## src/rtl/relu_stream_ctrl_if.sv

```systemverilog
// Stream/config bundle for relu_stream_ctrl: job setup, input beats, output beats, status.
// The master side is the job/producer/consumer environment; slave is the controller.
interface relu_stream_ctrl_if #(
    parameter int FW    = 16,
    parameter int LANES = 8,
    parameter int LW    = 16,
    parameter int ZW    = 24
);
    logic                  start_i;
    logic [LW-1:0]         len_i;
    logic                  relu_en_i;
    logic                  cfg_ready_o;
    logic                  in_valid_i;
    logic [LANES*FW-1:0]   in_data_i;
    logic                  in_ready_o;
    logic                  out_valid_o;
    logic [LANES*FW-1:0]   out_data_o;
    logic                  out_last_o;
    logic                  out_ready_i;
    logic                  done_o;
    logic [ZW-1:0]         zero_cnt_o;

    modport master (
        output start_i, len_i, relu_en_i, in_valid_i, in_data_i, out_ready_i,
        input  cfg_ready_o, in_ready_o, out_valid_o, out_data_o, out_last_o,
               done_o, zero_cnt_o
    );

    modport slave (
        input  start_i, len_i, relu_en_i, in_valid_i, in_data_i, out_ready_i,
        output cfg_ready_o, in_ready_o, out_valid_o, out_data_o, out_last_o,
               done_o, zero_cnt_o
    );
endinterface

```

## src/rtl/relu_stream_ctrl.sv

```systemverilog
// Per-layer ReLU sequencer: lane-parallel clamp into a single output register with
// valid/ready flow control, beat counting, last/done generation and sparsity statistics.

module relu_lane #(
    parameter int FW = 16
) (
    input  logic [FW-1:0] x,
    input  logic          en,
    output logic [FW-1:0] y,
    output logic          clamp
);
    assign clamp = en & x[FW-1];
    assign y     = clamp ? '0 : x;
endmodule

module relu_stream_ctrl #(
    parameter int FW    = 16,
    parameter int LANES = 8,
    parameter int LW    = 16,
    parameter int ZW    = 24
) (
    input  logic                clk_i,
    input  logic                rst_i,
    relu_stream_ctrl_if.slave   bus
);
    localparam int CW = $clog2(LANES + 1);

    typedef enum logic [1:0] {IDLE, RUN, DRAIN} state_t;

    state_t                    state, state_nx;
    logic [LW-1:0]             len_q, beat_cnt;
    logic                      relu_en_q;
    logic [LANES-1:0][FW-1:0]  in_lanes, res_lanes, out_q;
    logic [LANES-1:0]          clamp;
    logic [CW-1:0]             nclamp;
    logic [ZW:0]               zsum;
    logic [ZW-1:0]             zero_cnt_q;
    logic                      out_valid_q, out_last_q, done_q;
    logic                      in_ready, accept, out_hs, cfg_go, last_acc;

    assign in_lanes = bus.in_data_i;

    for (genvar k = 0; k < LANES; k++) begin : g_lane
        relu_lane #(.FW(FW)) u_lane (
            .x     (in_lanes[k]),
            .en    (relu_en_q),
            .y     (res_lanes[k]),
            .clamp (clamp[k])
        );
    end

    // One output register: a new beat may enter whenever the held one leaves this cycle.
    assign in_ready = (state == RUN) & (~out_valid_q | bus.out_ready_i);
    assign accept   = bus.in_valid_i & in_ready;
    assign out_hs   = out_valid_q & bus.out_ready_i;
    assign cfg_go   = (state == IDLE) & bus.start_i;
    assign last_acc = accept & ((beat_cnt + LW'(1)) == len_q);

    always_comb begin
        nclamp = '0;
        for (int k = 0; k < LANES; k++) nclamp = nclamp + CW'(clamp[k]);
    end

    // One extra bit catches overflow so the statistic saturates instead of wrapping.
    assign zsum = {1'b0, zero_cnt_q} + (ZW+1)'(nclamp);

    always_comb begin
        state_nx = state;
        case (state)
            IDLE:    if (bus.start_i && (bus.len_i != '0)) state_nx = RUN;
            RUN:     if (last_acc) state_nx = DRAIN;
            DRAIN:   if (out_hs) state_nx = IDLE;
            default: state_nx = IDLE;
        endcase
    end

    always_ff @(posedge clk_i or posedge rst_i) begin
        if (rst_i) state <= IDLE;
        else       state <= state_nx;
    end

    always_ff @(posedge clk_i or posedge rst_i) begin
        if (rst_i) begin
            len_q       <= '0;
            relu_en_q   <= 1'b0;
            beat_cnt    <= '0;
            zero_cnt_q  <= '0;
            out_q       <= '0;
            out_valid_q <= 1'b0;
            out_last_q  <= 1'b0;
            done_q      <= 1'b0;
        end else begin
            done_q <= (cfg_go && (bus.len_i == '0)) || ((state == DRAIN) && out_hs);
            if (cfg_go) begin
                len_q      <= bus.len_i;
                relu_en_q  <= bus.relu_en_i;
                beat_cnt   <= '0;
                zero_cnt_q <= '0;
            end
            if (accept) begin
                out_q       <= res_lanes;
                out_valid_q <= 1'b1;
                out_last_q  <= last_acc;
                beat_cnt    <= beat_cnt + LW'(1);
                zero_cnt_q  <= zsum[ZW] ? '1 : zsum[ZW-1:0];
            end else if (out_hs) begin
                out_valid_q <= 1'b0;
                out_last_q  <= 1'b0;
            end
        end
    end

    assign bus.cfg_ready_o = (state == IDLE);
    assign bus.in_ready_o  = in_ready;
    assign bus.out_valid_o = out_valid_q;
    assign bus.out_data_o  = out_q;
    assign bus.out_last_o  = out_last_q;
    assign bus.done_o      = done_q;
    assign bus.zero_cnt_o  = zero_cnt_q;
endmodule
```

## src/flat_wrapper.sv

```systemverilog
// flat-port wrapper written by rule: the top's interface ports become plain ports
module relu_stream_ctrl_flat 
#(
    parameter int FW    = 16,
    parameter int LANES = 8,
    parameter int LW    = 16,
    parameter int ZW    = 24
)
  (clk_i, rst_i, bus_start_i, bus_len_i, bus_relu_en_i, bus_in_valid_i, bus_in_data_i, bus_out_ready_i, bus_cfg_ready_o, bus_in_ready_o, bus_out_valid_o, bus_out_data_o, bus_out_last_o, bus_done_o, bus_zero_cnt_o);
  relu_stream_ctrl_if #(.FW(FW), .LANES(LANES), .LW(LW), .ZW(ZW)) bus_i ();
  input  logic clk_i;
  input  logic rst_i;
  input wire logic [$bits(bus_i.start_i)-1:0] bus_start_i;
  input wire logic [$bits(bus_i.len_i)-1:0] bus_len_i;
  input wire logic [$bits(bus_i.relu_en_i)-1:0] bus_relu_en_i;
  input wire logic [$bits(bus_i.in_valid_i)-1:0] bus_in_valid_i;
  input wire logic [$bits(bus_i.in_data_i)-1:0] bus_in_data_i;
  input wire logic [$bits(bus_i.out_ready_i)-1:0] bus_out_ready_i;
  output wire logic [$bits(bus_i.cfg_ready_o)-1:0] bus_cfg_ready_o;
  output wire logic [$bits(bus_i.in_ready_o)-1:0] bus_in_ready_o;
  output wire logic [$bits(bus_i.out_valid_o)-1:0] bus_out_valid_o;
  output wire logic [$bits(bus_i.out_data_o)-1:0] bus_out_data_o;
  output wire logic [$bits(bus_i.out_last_o)-1:0] bus_out_last_o;
  output wire logic [$bits(bus_i.done_o)-1:0] bus_done_o;
  output wire logic [$bits(bus_i.zero_cnt_o)-1:0] bus_zero_cnt_o;
  assign bus_i.start_i = bus_start_i;
  assign bus_i.len_i = bus_len_i;
  assign bus_i.relu_en_i = bus_relu_en_i;
  assign bus_i.in_valid_i = bus_in_valid_i;
  assign bus_i.in_data_i = bus_in_data_i;
  assign bus_i.out_ready_i = bus_out_ready_i;
  assign bus_cfg_ready_o = bus_i.cfg_ready_o;
  assign bus_in_ready_o = bus_i.in_ready_o;
  assign bus_out_valid_o = bus_i.out_valid_o;
  assign bus_out_data_o = bus_i.out_data_o;
  assign bus_out_last_o = bus_i.out_last_o;
  assign bus_done_o = bus_i.done_o;
  assign bus_zero_cnt_o = bus_i.zero_cnt_o;
  relu_stream_ctrl #(.FW(FW), .LANES(LANES), .LW(LW), .ZW(ZW)) u_core (.clk_i(clk_i), .rst_i(rst_i), .bus(bus_i));
endmodule
```

## config.mk

```make
export PLATFORM = sky130hd
export DESIGN_NAME = relu_stream_ctrl_flat
export DESIGN_NICKNAME = d
export VERILOG_FILES = /design/src/rtl/relu_stream_ctrl_if.sv /design/src/rtl/relu_stream_ctrl.sv /design/src/flat_wrapper.sv
export SDC_FILE = /design/constraint.sdc
export NUM_CORES = 1
export LEC_CHECK = 0
export ABC_AREA = 1
export CORE_ASPECT_RATIO = 1.5
export CORE_MARGIN = 2
export CORE_UTILIZATION = 35
export DETAILED_ROUTE_END_ITERATION = 16
export GPL_ROUTABILITY_DRIVEN = 1
export SETUP_SLACK_MARGIN = 0.5
export SLEW_MARGIN = 20
export SYNTH_ARGS = -nofsm -noshare
export SYNTH_HDL_FRONTEND = slang
export SYNTH_SLANG_ARGS = --single-unit
```

## constraint.sdc

```tcl
create_clock -name clk_i -period 9.04 [get_ports clk_i]
set_clock_uncertainty 0.15 [all_clocks]
set_input_delay 1.808 -clock clk_i [delete_from_list [all_inputs] [get_ports clk_i]]
set_output_delay 1.808 -clock clk_i [all_outputs]
set_load 0.1 [all_outputs]
```

======== Yosys cells after proc, flatten, opt, wreduce, memory -nomap -nowiden ========
Cells that the tools add are included.
cells by class
  add/subtract/negate cells ............... 9
  eq/ne operators ......................... 6
  multiplexer cells ....................... 20
  bitwise logic cells ..................... 15
  reduce and logical (&&, ||, !) cells .... 10
operators by type and width
  operator                                                                 number
  16-bit 2-to-1 mux                                                        10
  24-bit 2-to-1 mux                                                        3
  24-bit by 4-bit adder with 25-bit output                                 1
  4-bit by 1-bit adder with 4-bit output                                   6
  16-bit by 1-bit adder with 16-bit output, second input constant          1
  16-bit == test                                                           1
  16-bit zero test                                                         1
  16-bit nonzero test                                                      1
  1-bit bitwise AND                                                        13
  2-bit 2-to-1 mux                                                         3
  2-bit by 1-bit inequality test with 1-bit output, second input constant  3
  2-bit case mux with 3 select lines                                       1
  2-bit nonzero test                                                       2
  1-bit logical AND                                                        3
  1-bit 2-to-1 mux                                                         3
  3-bit AND reduction                                                      1
  1-bit by 1-bit adder with 2-bit output                                   1
  2-bit by 1-bit == test with 1-bit output, second input constant          1
  2-bit == test, second input constant                                     1
  2-bit zero test                                                          1
  1-bit logical OR                                                         1
  1-bit NOT                                                                1
  1-bit OR                                                                 1
storage, ports and cells
  register bits after elaboration ......... 190
  bits of input ports ..................... 150
  output and inout port bits .............. 157
  logic and storage cells ................. 76

======== Logic depth before layout (Yosys ltp) ========
  word-level depth ........................ 11
  gate-level depth with buffers ........... 25
  depth with buffers taken out ............ 23

======== By module ========
Synthesis repeated with hierarchy kept, for this count alone.
unflattened totals
  cell total of the unflattened synthesis .. 1425
  area, all modules ....................... 10800.4 um^2
modules (own cells, without submodules)
  module            times used  cells an instance  area each (um^2)  seq. area each (um^2)
  relu_stream_ctrl  1           1121               8898.5            4754.6
  relu_lane         8           38                 237.7             0.0

======== Worst setup path before layout ========
OpenSTA, ideal clock, no wires.
  path kind ............................... input-to-reg
  from .................................... input bus_in_data_i[15]
  to ...................................... register u_core.zero_cnt_q[9], in the netlist u_core.bus.zero_cnt_o[9]
  library setup time ...................... 0.070 ns
  arrival ................................. 6.182 ns
  data required time ...................... 8.820 ns
  path slack .............................. 2.637 ns
  stages .................................. 22
  path buffers ............................ 2
  cells stage by stage .................... nand2_1 -> clkbuf_1 -> inv_1 -> ha_1 -> inv_1 -> fa_1 -> fa_1 -> inv_1 -> fa_1 -> inv_1 -> fa_1 -> fa_1 -> inv_1 -> nand3_2 -> a21oi_2 -> nand4_4 -> nor2_4 -> nand3_4 -> buf_6 -> o21ai_0 -> nand2_1 -> nand2_1
on the way
  word-level cells in the longest chain between the ends .. 11
RTL lines
  what                                                  line                     text
  start: declaration                                    flat_wrapper.sv:17       input wire logic [$bits(bus_i.in_data_i)-1:0] bus_in_data_i;
  1-bit bitwise AND                                     relu_stream_ctrl.sv:12   assign clamp = en & x[FW-1];
  1-bit by 1-bit adder with 2-bit output                relu_stream_ctrl.sv:61   for (int k = 0; k < LANES; k++) nclamp = nclamp + CW'(clamp[k]);
  4-bit by 1-bit adder with 4-bit output (6 in series)  relu_stream_ctrl.sv:61
  24-bit by 4-bit adder with 25-bit output              relu_stream_ctrl.sv:65   assign zsum = {1'b0, zero_cnt_q} + (ZW+1)'(nclamp);
  24-bit 2-to-1 mux                                     relu_stream_ctrl.sv:105  zero_cnt_q <= zsum[ZW] ? '1 : zsum[ZW-1:0];
  24-bit 2-to-1 mux                                     relu_stream_ctrl.sv:100  if (accept) begin
  end signal: assignment                                relu_stream_ctrl.sv:105
  end: declaration                                      relu_stream_ctrl.sv:37   logic [ZW-1:0] zero_cnt_q;
No other way between the ends.
A chain may end at the register's enable or synchronous reset.

======== Worst setup path after layout ========
  from .................................... input bus_in_data_i[15]
  to ...................................... register u_core.zero_cnt_q[8], in the netlist u_core.bus.zero_cnt_o[8]
The elaborated chain is that of the path after synthesis.

==> out/metrics.yaml <==
synth_xor_area_frac: 0.01659
p_per_area_mw_per_mm2: 419.1
synth_simple_gate_area_frac: 0.2664
cpPeakStageDelay_ns: 0.54
cts.clk_slew.worst_paths_ns: 0.07
fin_hold_ws_ns: 0.3329
syn_nets: 1289
dieArea_sq_mm: 0.02719
cts_sinks: 190
hold_viol: 0
rsz0062_at_grt: "no"
grt_pass1_vias: 8417
endpoint_kind: "register"
yosys_warnings: 0
dpl.hpwl_um: 21100
peakVddDrop_mv: 0.2895
hold_path_class: "reg -> reg"
vias: 8400
start_util: 0.3538
critPathSlowestCell: "fa_1"
avgSynthCellArea_sq_um: 8.038
grt_pass1_wl_um: 45720
synth_seq_cells: 190
ios: 307
first_pass_iters: 5
fillers: 2547
worstSetupPathType: "in -> reg"
crit_path_start_kind: "input port"
port_buffers: 306
cts_tree: "done"
tightest_slew_ns: 1.091
synth-compound-area-share: 0.1150
layout.nets: 1569
netlist_area_sq_mm: 0.009051
critPathBufInv: 7
switching_share: 0.5704
synthTopCellsByArea: "dfrtp_1 53%, nand2_1 19%, o21ai_0 9.9%, inv_1 3.1%, nand3_1 2.5%"
wirelength_um: 28730
die_w_um: 135.3
grt_max_degree: 120
cts_made_buffers: 17
cap_violations: 0
clockRootBuffer: "clkbuf_16"
final_core_util: 0.5055
area_growth_syn_to_layout_pct: 42.90
seqPwrFrac: 0.254
cp_cell_sequence: "clkdlybuf4s50_1, nand2_1, inv_1, ha_1, inv_1, fa_1, fa_1, inv_1, fa_1, inv_1, fa_1, fa_1, inv_1, nand3_2, a21oi_2, nand4_4, nor2_4, nand3_4, inv_1, o21ai_0, o21ai_0"
final-instance-count-excl-fill: 1752
cts_setup_buffers: 0
place_congestion: 0.8255
yosysTopAreaCellShare: 0.5253
antenna_found_initial: 1
crit_family: "adder cells"
switchingPower_w: 0.003092
fin_crit_sh: 0.7666
clockPowerShare: 0.137
placementRows: 72
p_int_w: 0.002328
cp_data_arrival_time_ns: 7.13
setup_viol: 0
pwr-share-comb: 0.609
status: "finished clean"
p_leak_nw: 5.966
synth_area_leader_cell: "dfrtp_1"
overflow: 0
synth_fa_ha_area_frac: 0.02212
route.detailed.drc: 0
synthCells: 1126
cts_buffer_depth: 2
track_usage: 0.2163
htreeDepth: 4
synth_top_family_by_area: "simple AND/OR/NAND/NOR gates"
ys_seq_area_frac: 0.5253
die_h_um: 201.0
vias_per_cell: 4.795
period_needed_ns: 6.930
clock_latency_ns: 0.43
relSlewSlack: 0.2718
fmax_ghz: 0.1443
post_cts_resize_count: 0
cp.required_ns: 9.24
drive_gt1_frac: 0.03315
coreArea_sq_mm: 0.02558
maxSlewViolCount: 0
postCtsHoldBufs: 0
synth_cell_types: 38
drtIter0Drc: 439
wl_per_cell_um: 16.40
crit_top_cell: "inv_1"
muxShareOfSynthArea: 0
ant_nets: 0
numPlacedInstances: 1720
crit_fanout: 16
finalSetupTns_ns: 0
## area by class of cell
class	count	area [sq um]	area share
timing repair buffer	310	3093	0.2391
clock buffer	20	446.7	0.03454
inverter	76	292.8	0.02264
sequential	190	4755	0.3676
antenna	1	2.502	0.0001935
multi-input combinational	811	3810	0.2946
clock inverter	11	117.6	0.009094
tap	333	416.7	0.03221
## synth_stat cells
cell / count
buf_2: 14
nand4_4: 1
a21oi_2: 1
clkinv_1: 1
a22o_1: 1
or2_1: 2
o22ai_1: 9
nand3b_1: 5
inv_1: 75
o32ai_1: 1
a21oi_1: 6
or2_0: 1
nand2_1: 459
dfrtp_1: 190
buf_6: 1
nand3_1: 46
nor2_4: 2
xnor3_1: 2
nor2_2: 2
o31ai_1: 1
o21ai_0: 179
fa_1: 5
or3_1: 1
nor2_1: 31
and2_1: 2
xnor2_1: 4
nor3_4: 1
ha_1: 8
or2_2: 1
nand3_2: 1
xor2_1: 8
a21oi_4: 1
nand4_1: 12
nand3_4: 1
nor4_1: 4
clkbuf_1: 34
nor3_1: 12
o21ai_2: 1
## power by group through the flow
stage	Sequential (W)	Combinational (W)	Clock, W
6_report	0.00137	0.00330	0.000744
3_5_place_dp	0.00138	0.00332	0
5_1_grt	0.00141	0.00348	0.000797
3_3_place_gp	0.00138	0.00330	0
4_1_cts	0.00138	0.00333	0.000767
2_1_floorplan	0.00313	0.000710	0
## sequential cells by signal, summed over array words and instances (netlist names)
signal / cells
u_core.bus.out_data_o: 128
u_core.bus.zero_cnt_o: 24
u_core.beat_cnt: 16
u_core.len_q: 16
u_core.state: 2
u_core.bus.done_o: 1
u_core.bus.out_last_o: 1
u_core.bus.out_valid_o: 1
u_core.relu_en_q: 1
## per-layer routing
metal  vias up  track usage  part of all wire
li1       4178            -                 -
met1      3922       0.2491              0.39
met2       262       0.3802              0.52
met3        38      0.06111             0.064
met4         0      0.07738             0.026
met5         -            0                 0
## layout by cell type (no fill, tap or decap), drive strengths merged, types with 5 or more instances in the layout
master / count
a21oi: 8
clkbuf: 20
clkdlybuf4s50: 306
clkinv: 7
dfrtp: 190
fa: 5
ha: 8
inv: 76
nand2: 459
nand3: 48
nand3b: 5
nand4: 13
nor2: 35
nor3: 13
o21ai: 180
o22ai: 9
xor2: 8
## worst min-delay path, cell delays in order (launching register included)
cell and delay (ns):
dfrtp_1 0.34, nand2_1 0.05, o21ai_0 0.05
## through the flow
stage	setup WS (ns)	area, sq um	total power, W
after floorplan	1.912	9051	0.003840
after global placement	1.734	12370	0.004683
after detailed placement	1.625	12370	0.004708
after CTS	2.077	12930	0.005473
after global routing	1.671	12930	0.005692
final	2.110	12930	0.005420
## cell families (layout without fill, tap and decap cells)
kind of cell	count (synthesis)	after routing
other	0	1
flip-flops	190	190
XOR/XNOR	14	14
AND/OR/NAND/NOR	584	584
buffers and inverters	125	417
AO/OA/AOI/OAI	200	200
adder cells (fa/ha/maj)	13	13
## worst paths after layout
path                       slack (ns)                        end  cells after the start                       from
max                              2.11   u_core.bus.zero_cnt_o[8]                     21          bus_in_data_i[15]
min                              0.33  u_core.bus.out_data_o[42]                      2  u_core.bus.out_data_o[42]
max reg2reg                      3.31   u_core.bus.zero_cnt_o[8]                     20           u_core.relu_en_q
min reg2reg                      0.33  u_core.bus.out_data_o[42]                      2  u_core.bus.out_data_o[42]
max in group asynchronous        5.45  u_core.bus.out_data_o[17]                      3                      rst_i
min in group asynchronous        1.80  u_core.bus.out_data_o[54]                      2                      rst_i
Power figures use the tool's default switching activity.
